--- src/rtl/priority_code_decoder_if.sv ---
// Bus bundle between a code source and the priority code decoder: the index-code
// stream in one direction and the rebuilt-mask result handshake in the other.
interface priority_code_decoder_if #(
    parameter int WIDTH = 16
);
    logic [7:0]       code_in;
    logic             code_valid;
    logic             code_ready;
    logic [WIDTH-1:0] mask_out;
    logic [WIDTH-1:0] onehot_top;
    logic [7:0]       top_idx;
    logic [7:0]       pop_count;
    logic             err_illegal;
    logic             err_dup;
    logic             mask_valid;
    logic             mask_ready;

    // Code source / result consumer side.
    modport master (
        output code_in, code_valid, mask_ready,
        input  code_ready, mask_out, onehot_top, top_idx, pop_count,
               err_illegal, err_dup, mask_valid
    );

    // Decoder side.
    modport slave (
        input  code_in, code_valid, mask_ready,
        output code_ready, mask_out, onehot_top, top_idx, pop_count,
               err_illegal, err_dup, mask_valid
    );
endinterface

--- src/rtl/priority_code_decoder.sv ---
// Rebuilds a request mask from a stream of priority-encoder index codes; each
// frame ends with NONE_CODE and its result is held under a valid/ready handshake.
module priority_code_decoder #(
    parameter int         WIDTH     = 16,
    parameter logic [7:0] NONE_CODE = 8'hF0
) (
    input  logic                  clk,
    input  logic                  rst,
    priority_code_decoder_if.slave bus
);

    localparam int         IDX_W   = $clog2(WIDTH);
    localparam logic [7:0] WIDTH_C = 8'(WIDTH);

    generate
        if (WIDTH < 2 || WIDTH > 128 || int'(NONE_CODE) < WIDTH) begin : g_bad_param
            $error("priority_code_decoder: WIDTH must be 2..128 and NONE_CODE >= WIDTH");
        end
    endgenerate

    typedef enum logic [0:0] {
        COLLECT = 1'b0,
        HOLD    = 1'b1
    } state_e;

    state_e           state_q, state_d;
    logic [WIDTH-1:0] acc_q, acc_d;
    logic             dup_q, dup_d;
    logic             ill_q, ill_d;

    logic [WIDTH-1:0] mask_q, mask_d;
    logic [WIDTH-1:0] onehot_q, onehot_d;
    logic [7:0]       top_q, top_d;
    logic [7:0]       pop_q, pop_d;
    logic             err_ill_q, err_ill_d;
    logic             err_dup_q, err_dup_d;

    // Summary of the accumulator as it stands this cycle.
    logic [WIDTH-1:0] acc_onehot;
    logic [7:0]       acc_top;
    logic [7:0]       acc_pop;

    logic             code_legal;
    logic [IDX_W-1:0] code_idx;

    assign code_legal = (bus.code_in < WIDTH_C);
    assign code_idx   = bus.code_in[IDX_W-1:0];

    // Highest set bit wins because later loop iterations overwrite earlier ones.
    always_comb begin
        acc_top    = NONE_CODE;
        acc_pop    = '0;
        acc_onehot = '0;
        for (int i = 0; i < WIDTH; i++) begin
            if (acc_q[i]) begin
                acc_top = 8'(i);
            end
            acc_pop = acc_pop + 8'(acc_q[i]);
        end
        if (acc_q != '0) begin
            acc_onehot[acc_top[IDX_W-1:0]] = 1'b1;
        end
    end

    // NOTE: every signal assigned here gets a default first, so no path leaves it
    // unassigned and no latch is inferred.
    always_comb begin
        state_d   = state_q;
        acc_d     = acc_q;
        dup_d     = dup_q;
        ill_d     = ill_q;
        mask_d    = mask_q;
        onehot_d  = onehot_q;
        top_d     = top_q;
        pop_d     = pop_q;
        err_ill_d = err_ill_q;
        err_dup_d = err_dup_q;

        unique case (state_q)
            COLLECT: begin
                if (bus.code_valid) begin
                    if (code_legal) begin
                        if (acc_q[code_idx]) begin
                            dup_d = 1'b1;
                        end
                        acc_d[code_idx] = 1'b1;
                    end else if (bus.code_in == NONE_CODE) begin
                        mask_d    = acc_q;
                        onehot_d  = acc_onehot;
                        top_d     = acc_top;
                        pop_d     = acc_pop;
                        err_ill_d = ill_q;
                        err_dup_d = dup_q;
                        state_d   = HOLD;
                    end else begin
                        ill_d = 1'b1;
                    end
                end
            end
            HOLD: begin
                // Results stay put after release; only the frame state is cleared.
                if (bus.mask_ready) begin
                    acc_d   = '0;
                    dup_d   = 1'b0;
                    ill_d   = 1'b0;
                    state_d = COLLECT;
                end
            end
            default: state_d = COLLECT;
        endcase
    end

    // NOTE: state registers use non-blocking assignments so every register
    // samples the pre-edge value of its peers, independent of statement order.
    always_ff @(posedge clk) begin
        if (rst) begin
            state_q   <= COLLECT;
            acc_q     <= '0;
            dup_q     <= 1'b0;
            ill_q     <= 1'b0;
            mask_q    <= '0;
            onehot_q  <= '0;
            top_q     <= NONE_CODE;
            pop_q     <= '0;
            err_ill_q <= 1'b0;
            err_dup_q <= 1'b0;
        end else begin
            state_q   <= state_d;
            acc_q     <= acc_d;
            dup_q     <= dup_d;
            ill_q     <= ill_d;
            mask_q    <= mask_d;
            onehot_q  <= onehot_d;
            top_q     <= top_d;
            pop_q     <= pop_d;
            err_ill_q <= err_ill_d;
            err_dup_q <= err_dup_d;
        end
    end

    assign bus.code_ready  = (state_q == COLLECT);
    assign bus.mask_valid  = (state_q == HOLD);
    assign bus.mask_out    = mask_q;
    assign bus.onehot_top  = onehot_q;
    assign bus.top_idx     = top_q;
    assign bus.pop_count   = pop_q;
    assign bus.err_illegal = err_ill_q;
    assign bus.err_dup     = err_dup_q;

endmodule

--- src/flat_wrapper.sv ---
// flat-port wrapper written by rule: the top's interface ports become plain ports
module priority_code_decoder_flat 
#(
    parameter int         WIDTH     = 16,
    parameter logic [7:0] NONE_CODE = 8'hF0
)
  (clk, rst, bus_code_in, bus_code_valid, bus_mask_ready, bus_code_ready, bus_mask_out, bus_onehot_top, bus_top_idx, bus_pop_count, bus_err_illegal, bus_err_dup, bus_mask_valid);
  priority_code_decoder_if #(.WIDTH(WIDTH)) bus_i ();
  input  logic clk;
  input  logic rst;
  input wire logic [$bits(bus_i.code_in)-1:0] bus_code_in;
  input wire logic [$bits(bus_i.code_valid)-1:0] bus_code_valid;
  input wire logic [$bits(bus_i.mask_ready)-1:0] bus_mask_ready;
  output wire logic [$bits(bus_i.code_ready)-1:0] bus_code_ready;
  output wire logic [$bits(bus_i.mask_out)-1:0] bus_mask_out;
  output wire logic [$bits(bus_i.onehot_top)-1:0] bus_onehot_top;
  output wire logic [$bits(bus_i.top_idx)-1:0] bus_top_idx;
  output wire logic [$bits(bus_i.pop_count)-1:0] bus_pop_count;
  output wire logic [$bits(bus_i.err_illegal)-1:0] bus_err_illegal;
  output wire logic [$bits(bus_i.err_dup)-1:0] bus_err_dup;
  output wire logic [$bits(bus_i.mask_valid)-1:0] bus_mask_valid;
  assign bus_i.code_in = bus_code_in;
  assign bus_i.code_valid = bus_code_valid;
  assign bus_i.mask_ready = bus_mask_ready;
  assign bus_code_ready = bus_i.code_ready;
  assign bus_mask_out = bus_i.mask_out;
  assign bus_onehot_top = bus_i.onehot_top;
  assign bus_top_idx = bus_i.top_idx;
  assign bus_pop_count = bus_i.pop_count;
  assign bus_err_illegal = bus_i.err_illegal;
  assign bus_err_dup = bus_i.err_dup;
  assign bus_mask_valid = bus_i.mask_valid;
  priority_code_decoder #(.WIDTH(WIDTH), .NONE_CODE(NONE_CODE)) u_core (.clk(clk), .rst(rst), .bus(bus_i));
endmodule
--- config.mk ---
export PLATFORM = sky130hd
export DESIGN_NAME = priority_code_decoder_flat
export DESIGN_NICKNAME = d
export VERILOG_FILES = /design/src/rtl/priority_code_decoder_if.sv /design/src/rtl/priority_code_decoder.sv /design/src/flat_wrapper.sv
export SDC_FILE = /design/constraint.sdc
export NUM_CORES = 1
export LEC_CHECK = 0
export CAP_MARGIN = 30
export CORE_MARGIN = 5
export CORE_UTILIZATION = 45
export DETAILED_ROUTE_END_ITERATION = 6
export PLACE_DENSITY = 0.74
export REMOVE_ABC_BUFFERS = 1
export SLEW_MARGIN = 20
export SYNTH_ARGS = -nofsm -noshare
export SYNTH_HDL_FRONTEND = slang
export SYNTH_SLANG_ARGS = --single-unit
--- constraint.sdc ---
create_clock -name clk -period 4.7 [get_ports clk]
set_input_delay 0.94 -clock clk [delete_from_list [all_inputs] [get_ports clk]]
set_output_delay 0.94 -clock clk [all_outputs]
set_load 0.01 [all_outputs]
==> impl_metrics.ini, run 1 <==
[finish]
antenna_cells = 0
final_cell_mix = nand2_1 (63), dfxtp_1 (63), clkdlybuf4s50_1 (60)
syn_to_final_growth_pct = 24.61
fin_cells = 487
drive_above_1_share_pct = 6.880
nNetsFinal = 431

[synthesis]
synth.distinct_cells = 48
syn_inst = 350
synth_area_leader_cell = dfxtp_1
yosysWarningCount = 0
ys_seq_area_share_pct = 40.73
ys_ff_latch = 63
async_flop_share_pct = 0
synth_edf_count = 0
ys.flop_type = dfxtp_1
syn_area_per_cell_um2 = 8.848
ys_top_cells_by_area = dfxtp_1 (41%), nand2_1 (7.6%), fa_1 (6.5%)
syn_area_um2 = 3097
synth_top_area_share_pct = 40.73

[global_route]
grt_max_degree = 24
grt_pass1_vias = 2508
grt.total_usage_pct = 17.63
grt_pass1_wl_um = 12280
grt-ovfl-total = 0
antenna_found_initial = 0

[timing]
finalSetupViolCount = 0
fin_crit_ns = 4.004
tns_ns = 0
skew_ns = 0.004799
max_freq_mhz = 249.8
hold_violations = 0
final_max_slew_viol_count = 0
finalWorstSetupSlack_ns = 0.6965
slew-limit-headroom_pct = 35.39
rsz0062_at_grt = no
finalCritPeriodShare_pct = 85.18
max_slew.worst_pin.slew_ns = 0.9661

[job]
timing.max_cap.violations = 0

[setup_path]
endpoint = u_core.bus.pop_count[2]$_SDFFE_PP0P_
arrival_ns = 4.25
crit_fanout = 6
worstSetupPathType = reg -> reg
reg2reg_from = u_core.acc_q[1]$_SDFFE_PP0P_
r2r-end = u_core.bus.pop_count[2]$_SDFFE_PP0P_
end_kind = flip-flop
r2r_cells = 12
startpoint_type = flip-flop
required_ns = 4.95
crit_start = u_core.acc_q[1]$_SDFFE_PP0P_
ff2ff_setup_slack_ns = 0.70

[hold_path]
min_from = u_core.bus.onehot_top[0]$_SDFFE_PP0P_
hold_depth = 2
min_path_type = reg -> reg

[detailed_routing]
firstDrtPassIters = 5
drtAntennaViolNets = 0
drc = 0
wl_per_cell_um = 14.84
wl_um = 7227
drt_iter0_drc = 172
via_per_inst = 5.491
vias = 2674

[die]
die_w_um = 92.96
initial_utilization_pct = 45.83
core_um2 = 6756
die_area_um2 = 8641
die_h_um = 92.96
ios = 64
row_count = 30

[placed_design]
port_buffers = 60
gp_congestion = 0.8757
pre_cts_slack_ns = 0.6924
dp_hpwl_um = 5296
placed_cells = 471

[clocking]
root_buffer = clkbuf_8
cts_tree = yes
cts_buffers = 9
clk_latency_ns = 0.34
cts.repair.resized = 0
clock_path_buffers = 2
clk_pin_slew_ns = 0.06
holdBufCountCts = 0
cts.sinks = 63
htreeDepth = 3
cts_setup_buffers = 0

[power_and_ir_drop]
leakage_nw = 1.360
peakVddDrop_v = 0.0001217
power_uw = 986.4
power_density_nw_per_um2 = 255.6

[status]
status = finished clean
[layer usage]
layer	routed length [um]	GRT usage [%]	up-vias
met5	0	0	-
met4	145	7.937	0
met3	478	5.037	14
met2	3306	26.27	88
met1	3296	23.62	1258
li1	-	-	1314
[power breakdown]
group / leakage, nW / internal (mW) / switching (mW)
Combinational: 0.765 / 0.0179 / 0.0255
Clock: 0.0874 / 0.205 / 0.202
Sequential: 0.508 / 0.535 / 0.00110
[layout make-up]
type,instances,area (um2)
clock buffer,13,148.9
tap,80,100.1
multi-input combinational,237,1590
fill,641,2898
clock inverter,3,18.77
timing repair buffer,66,645.6
sequential,63,1261
inverter,25,93.84
[critical path, cell delays in order, from the launching register on]
cell and delay (ns):
dfxtp_1 0.42, inv_1 0.07, ha_1 0.27, inv_1 0.04, fa_1 0.46, fa_1 0.49, fa_1 0.53, fa_1 0.42
fa_1 0.42, fa_1 0.42, xnor2_1 0.15, nand2_1 0.07, a21oi_1 0.14
[registers in the layout, summed over array words and instances, names as in the netlist]
register	count
u_core.bus.mask_valid	1
u_core.bus.onehot_top	16
u_core.bus.mask_out	16
u_core.bus.err_illegal	1
u_core.acc_q	16
u_core.bus.top_idx	5
u_core.bus.err_dup	1
u_core.ill_q	1
u_core.dup_q	1
u_core.bus.pop_count	5
[cells in the mapped netlist, types with 2 or more instances]
| cell | instances |
|---|---|
| a211oi_1 | 8 |
| a21oi_1 | 29 |
| a221oi_1 | 3 |
| a22o_1 | 8 |
| a32o_1 | 4 |
| and3_1 | 3 |
| and4b_1 | 2 |
| buf_2 | 6 |
| buf_4 | 7 |
| buf_6 | 3 |
| clkbuf_1 | 10 |
| dfxtp_1 | 63 |
| fa_1 | 10 |
| ha_1 | 7 |
| inv_1 | 25 |
| mux4_2 | 3 |
| nand2_1 | 63 |
| nand2b_1 | 5 |
| nand3_1 | 4 |
| nand3b_1 | 5 |
| nand4_1 | 3 |
| nor2_1 | 17 |
| nor2b_1 | 5 |
| nor3_1 | 8 |
| nor4_1 | 3 |
| o211ai_1 | 2 |
| o21a_1 | 2 |
| o21ai_0 | 12 |
| o21ai_1 | 4 |
| o22ai_1 | 2 |
| o31ai_1 | 7 |
[how the worst min path moves through the flow]
stage,slack (ns),endpoint
after floorplan,0.43,u_core.bus.err_dup$_SDFFE_PP0P_
after global placement,0.44,u_core.bus.onehot_top[0]$_SDFFE_PP0P_
after detailed placement,0.44,u_core.bus.onehot_top[0]$_SDFFE_PP0P_
after CTS,0.45,u_core.bus.onehot_top[0]$_SDFFE_PP0P_
after global routing,0.47,u_core.bus.pop_count[4]$_SDFFE_PP0P_
final,0.45,u_core.bus.onehot_top[0]$_SDFFE_PP0P_
[per-stage QoR]
stage	cell area, um2	hold slack, ns	utilization [%]
after detailed placement	3691	0.4403	54.63
after CTS	3859	0.4487	57.11
after floorplan	2945	0.4259	-
after global routing	3859	0.4736	57.11
after global placement	3691	0.4374	54.63
final	3859	0.4453	57.11
[cell families (layout without fill, tap and decap cells)]
kind of cell | Yosys count | after routing | synth area share [%]
flops | 63 | 63 | 40.73
buf+inv | 52 | 107 | 8.162
mux | 5 | 5 | 3.354
other cells | 1 | 3 | 0.1211
compound gates | 87 | 87 | 18.51
xor+xnor | 2 | 2 | 0.5658
simple gates | 123 | 123 | 19.27
fa+ha+maj | 17 | 17 | 9.293
No activity file was read; power rests on OpenSTA's default activity.
==> inputs of run 2 (changes only) <==
- HOLD_SLACK_MARGIN: unset -> 0.12
==> results of run 2 <==
No change in the layout: final DEF, timing and power equal those of run 1.
==> inputs of run 3 (changes only) <==
- CORE_UTILIZATION: 45 -> 35
- PLACE_DENSITY: 0.74 -> 0.6
==> run 3 against run 2 <==
Compared with the run above:
- via count fell by 2.4%
- cell count is 5.7% higher
- combinational power is 2% higher
- highest routed layer unchanged
- sequential cell count unchanged
- cell area increased by 1.9%
- routed wire length increased by 5.6%
- maximum frequency grew 1.2%
==> impl_metrics.ini, run 3 (synthesis gave the netlist of run 1 again) <==
[status]
status = finished clean

[finish]
final_cell_mix = nand2_1 (63), dfxtp_1 (63), clkdlybuf4s50_1 (60)
multi_input_area_um2 = 1590
ff_latch_area_um2 = 1261
syn_to_final_growth_pct = 26.95
nFillCells = 876
drive_above_1_share_pct = 7.617
antenna_cells = 0
nNetsFinal = 431

[global_route]
antenna_found_initial = 0
grt_pass1_wl_um = 12890
grt_pass1_vias = 2577
grt.total_usage_pct = 14.28
grt_max_degree = 38
grt-ovfl-total = 0

[timing]
final_max_slew_viol_count = 0
whs_ns = 0.4468
finalSetupViolCount = 0
finalCritPeriodShare_pct = 84.21
skew_ns = 0.008728
max_freq_mhz = 252.7
hold_violations = 0
tns_ns = 0
max_slew.worst_pin.slew_ns = 0.7056
rsz0062_at_grt = no
slew-limit-headroom_pct = 52.53
fin_crit_ns = 3.958

[clocking]
cts.sinks = 63
cts_tree = yes
clk_latency_ns = 0.34
clk_pin_slew_ns = 0.07
cts.repair.resized = 0
cts_buffers = 9
holdBufCountCts = 0
cts_setup_buffers = 0
root_buffer = clkbuf_8
clock_path_buffers = 2
htreeDepth = 3

[detailed_routing]
wl_per_cell_um = 14.82
vias = 2610
via_per_inst = 5.068
drt_iter0_drc = 135
drtAntennaViolNets = 0
wl_um = 7633
firstDrtPassIters = 4
drc = 0

[job]
timing.max_cap.violations = 0

[power_and_ir_drop]
power_density_nw_per_um2 = 270.1
leakage_nw = 1.371
peakVddDrop_v = 0.0001137

[die]
die_w_um = 104.1
row_count = 34
core_um2 = 8678
ios = 64
die_area_um2 = 10830
die_h_um = 104.1
initial_utilization_pct = 35.68

[setup_path]
required_ns = 4.97
worstSetupPathType = reg -> reg
startpoint_type = flip-flop
crit_fanout = 6
end_kind = flip-flop
arrival_ns = 4.23

[placed_design]
dp_hpwl_um = 5651
gp_congestion = 0.7944
port_buffers = 60

[hold_path]
min_path_type = reg -> reg
## run 3: cell types whose count changed in the layout (fill, tap and decap cells not counted)
| cell | delta |
|---|---|
| bufinv_16 | +1 |
| clkinvlp_4 | +2 |
| clkinv_2 | -1 |
| inv_6 | +1 |
| clkbuf_1 | -3 |
## run 3: metal layers
layer / track usage (%) / vias up / routed length [um]
li1: - / 1311 / -
met1: 18.52 / 1216 / 3557
met2: 22.04 / 73 / 3478
met3: 4.718 / 10 / 507
met4: 5.365 / 0 / 89
met5: 0 / - / 0
## run 3: layout make-up
type                       instances  share of cell area (%)
tap                              108                   3.437
sequential                        63                   32.08
multi-input combinational        237                   40.45
clock inverter                     6                   1.719
inverter                          25                   2.387
clock buffer                      10                   3.501
timing repair buffer              66                   16.42
## run 3: critical path, stage by stage (launching register included)
cell and delay [ns]:
dfxtp_1 0.41, inv_1 0.06, ha_1 0.27, inv_1 0.04, fa_1 0.46, fa_1 0.49, fa_1 0.54, fa_1 0.44
fa_1 0.41, fa_1 0.42, nor2b_1 0.12, o211ai_1 0.08, a21oi_1 0.15
## run 3: through the flow
step | setup WS, ns | area, um2 | power, mW | cells | util (%)
6_report | 0.7424 | 3931 | 1.062 | 515 | 45.30
3_5_place_dp | 0.7271 | 3726 | 0.5917 | 499 | 42.94
2_1_floorplan | 0.8725 | 2945 | 0.5648 | 325 | -
4_1_cts | 0.7171 | 3931 | 1.075 | 515 | 45.30
5_1_grt | 0.5090 | 3931 | 1.103 | 515 | 45.30
3_3_place_gp | 0.8110 | 3726 | 0.5914 | 499 | 42.94
## run 3: worst paths after layout
kind              depth (start not counted)                                     to                                   from  slack (ns)
setup / recovery                         12   u_core.bus.pop_count[4]$_SDFFE_PP0P_           u_core.acc_q[1]$_SDFFE_PP0P_        0.74
hold / removal                            2  u_core.bus.onehot_top[3]$_SDFFE_PP0P_  u_core.bus.onehot_top[3]$_SDFFE_PP0P_        0.45
hold reg to reg                           2  u_core.bus.onehot_top[3]$_SDFFE_PP0P_  u_core.bus.onehot_top[3]$_SDFFE_PP0P_        0.45
setup reg to reg                         12   u_core.bus.pop_count[4]$_SDFFE_PP0P_           u_core.acc_q[1]$_SDFFE_PP0P_        0.74
## run 3: where the power goes
group	leakage, nW	switching (mW)	total (mW)	internal, mW
logic	0.765	0.0262	0.0441	0.0179
clock network	0.0989	0.221	0.482	0.261
registers	0.508	0.00110	0.536	0.535
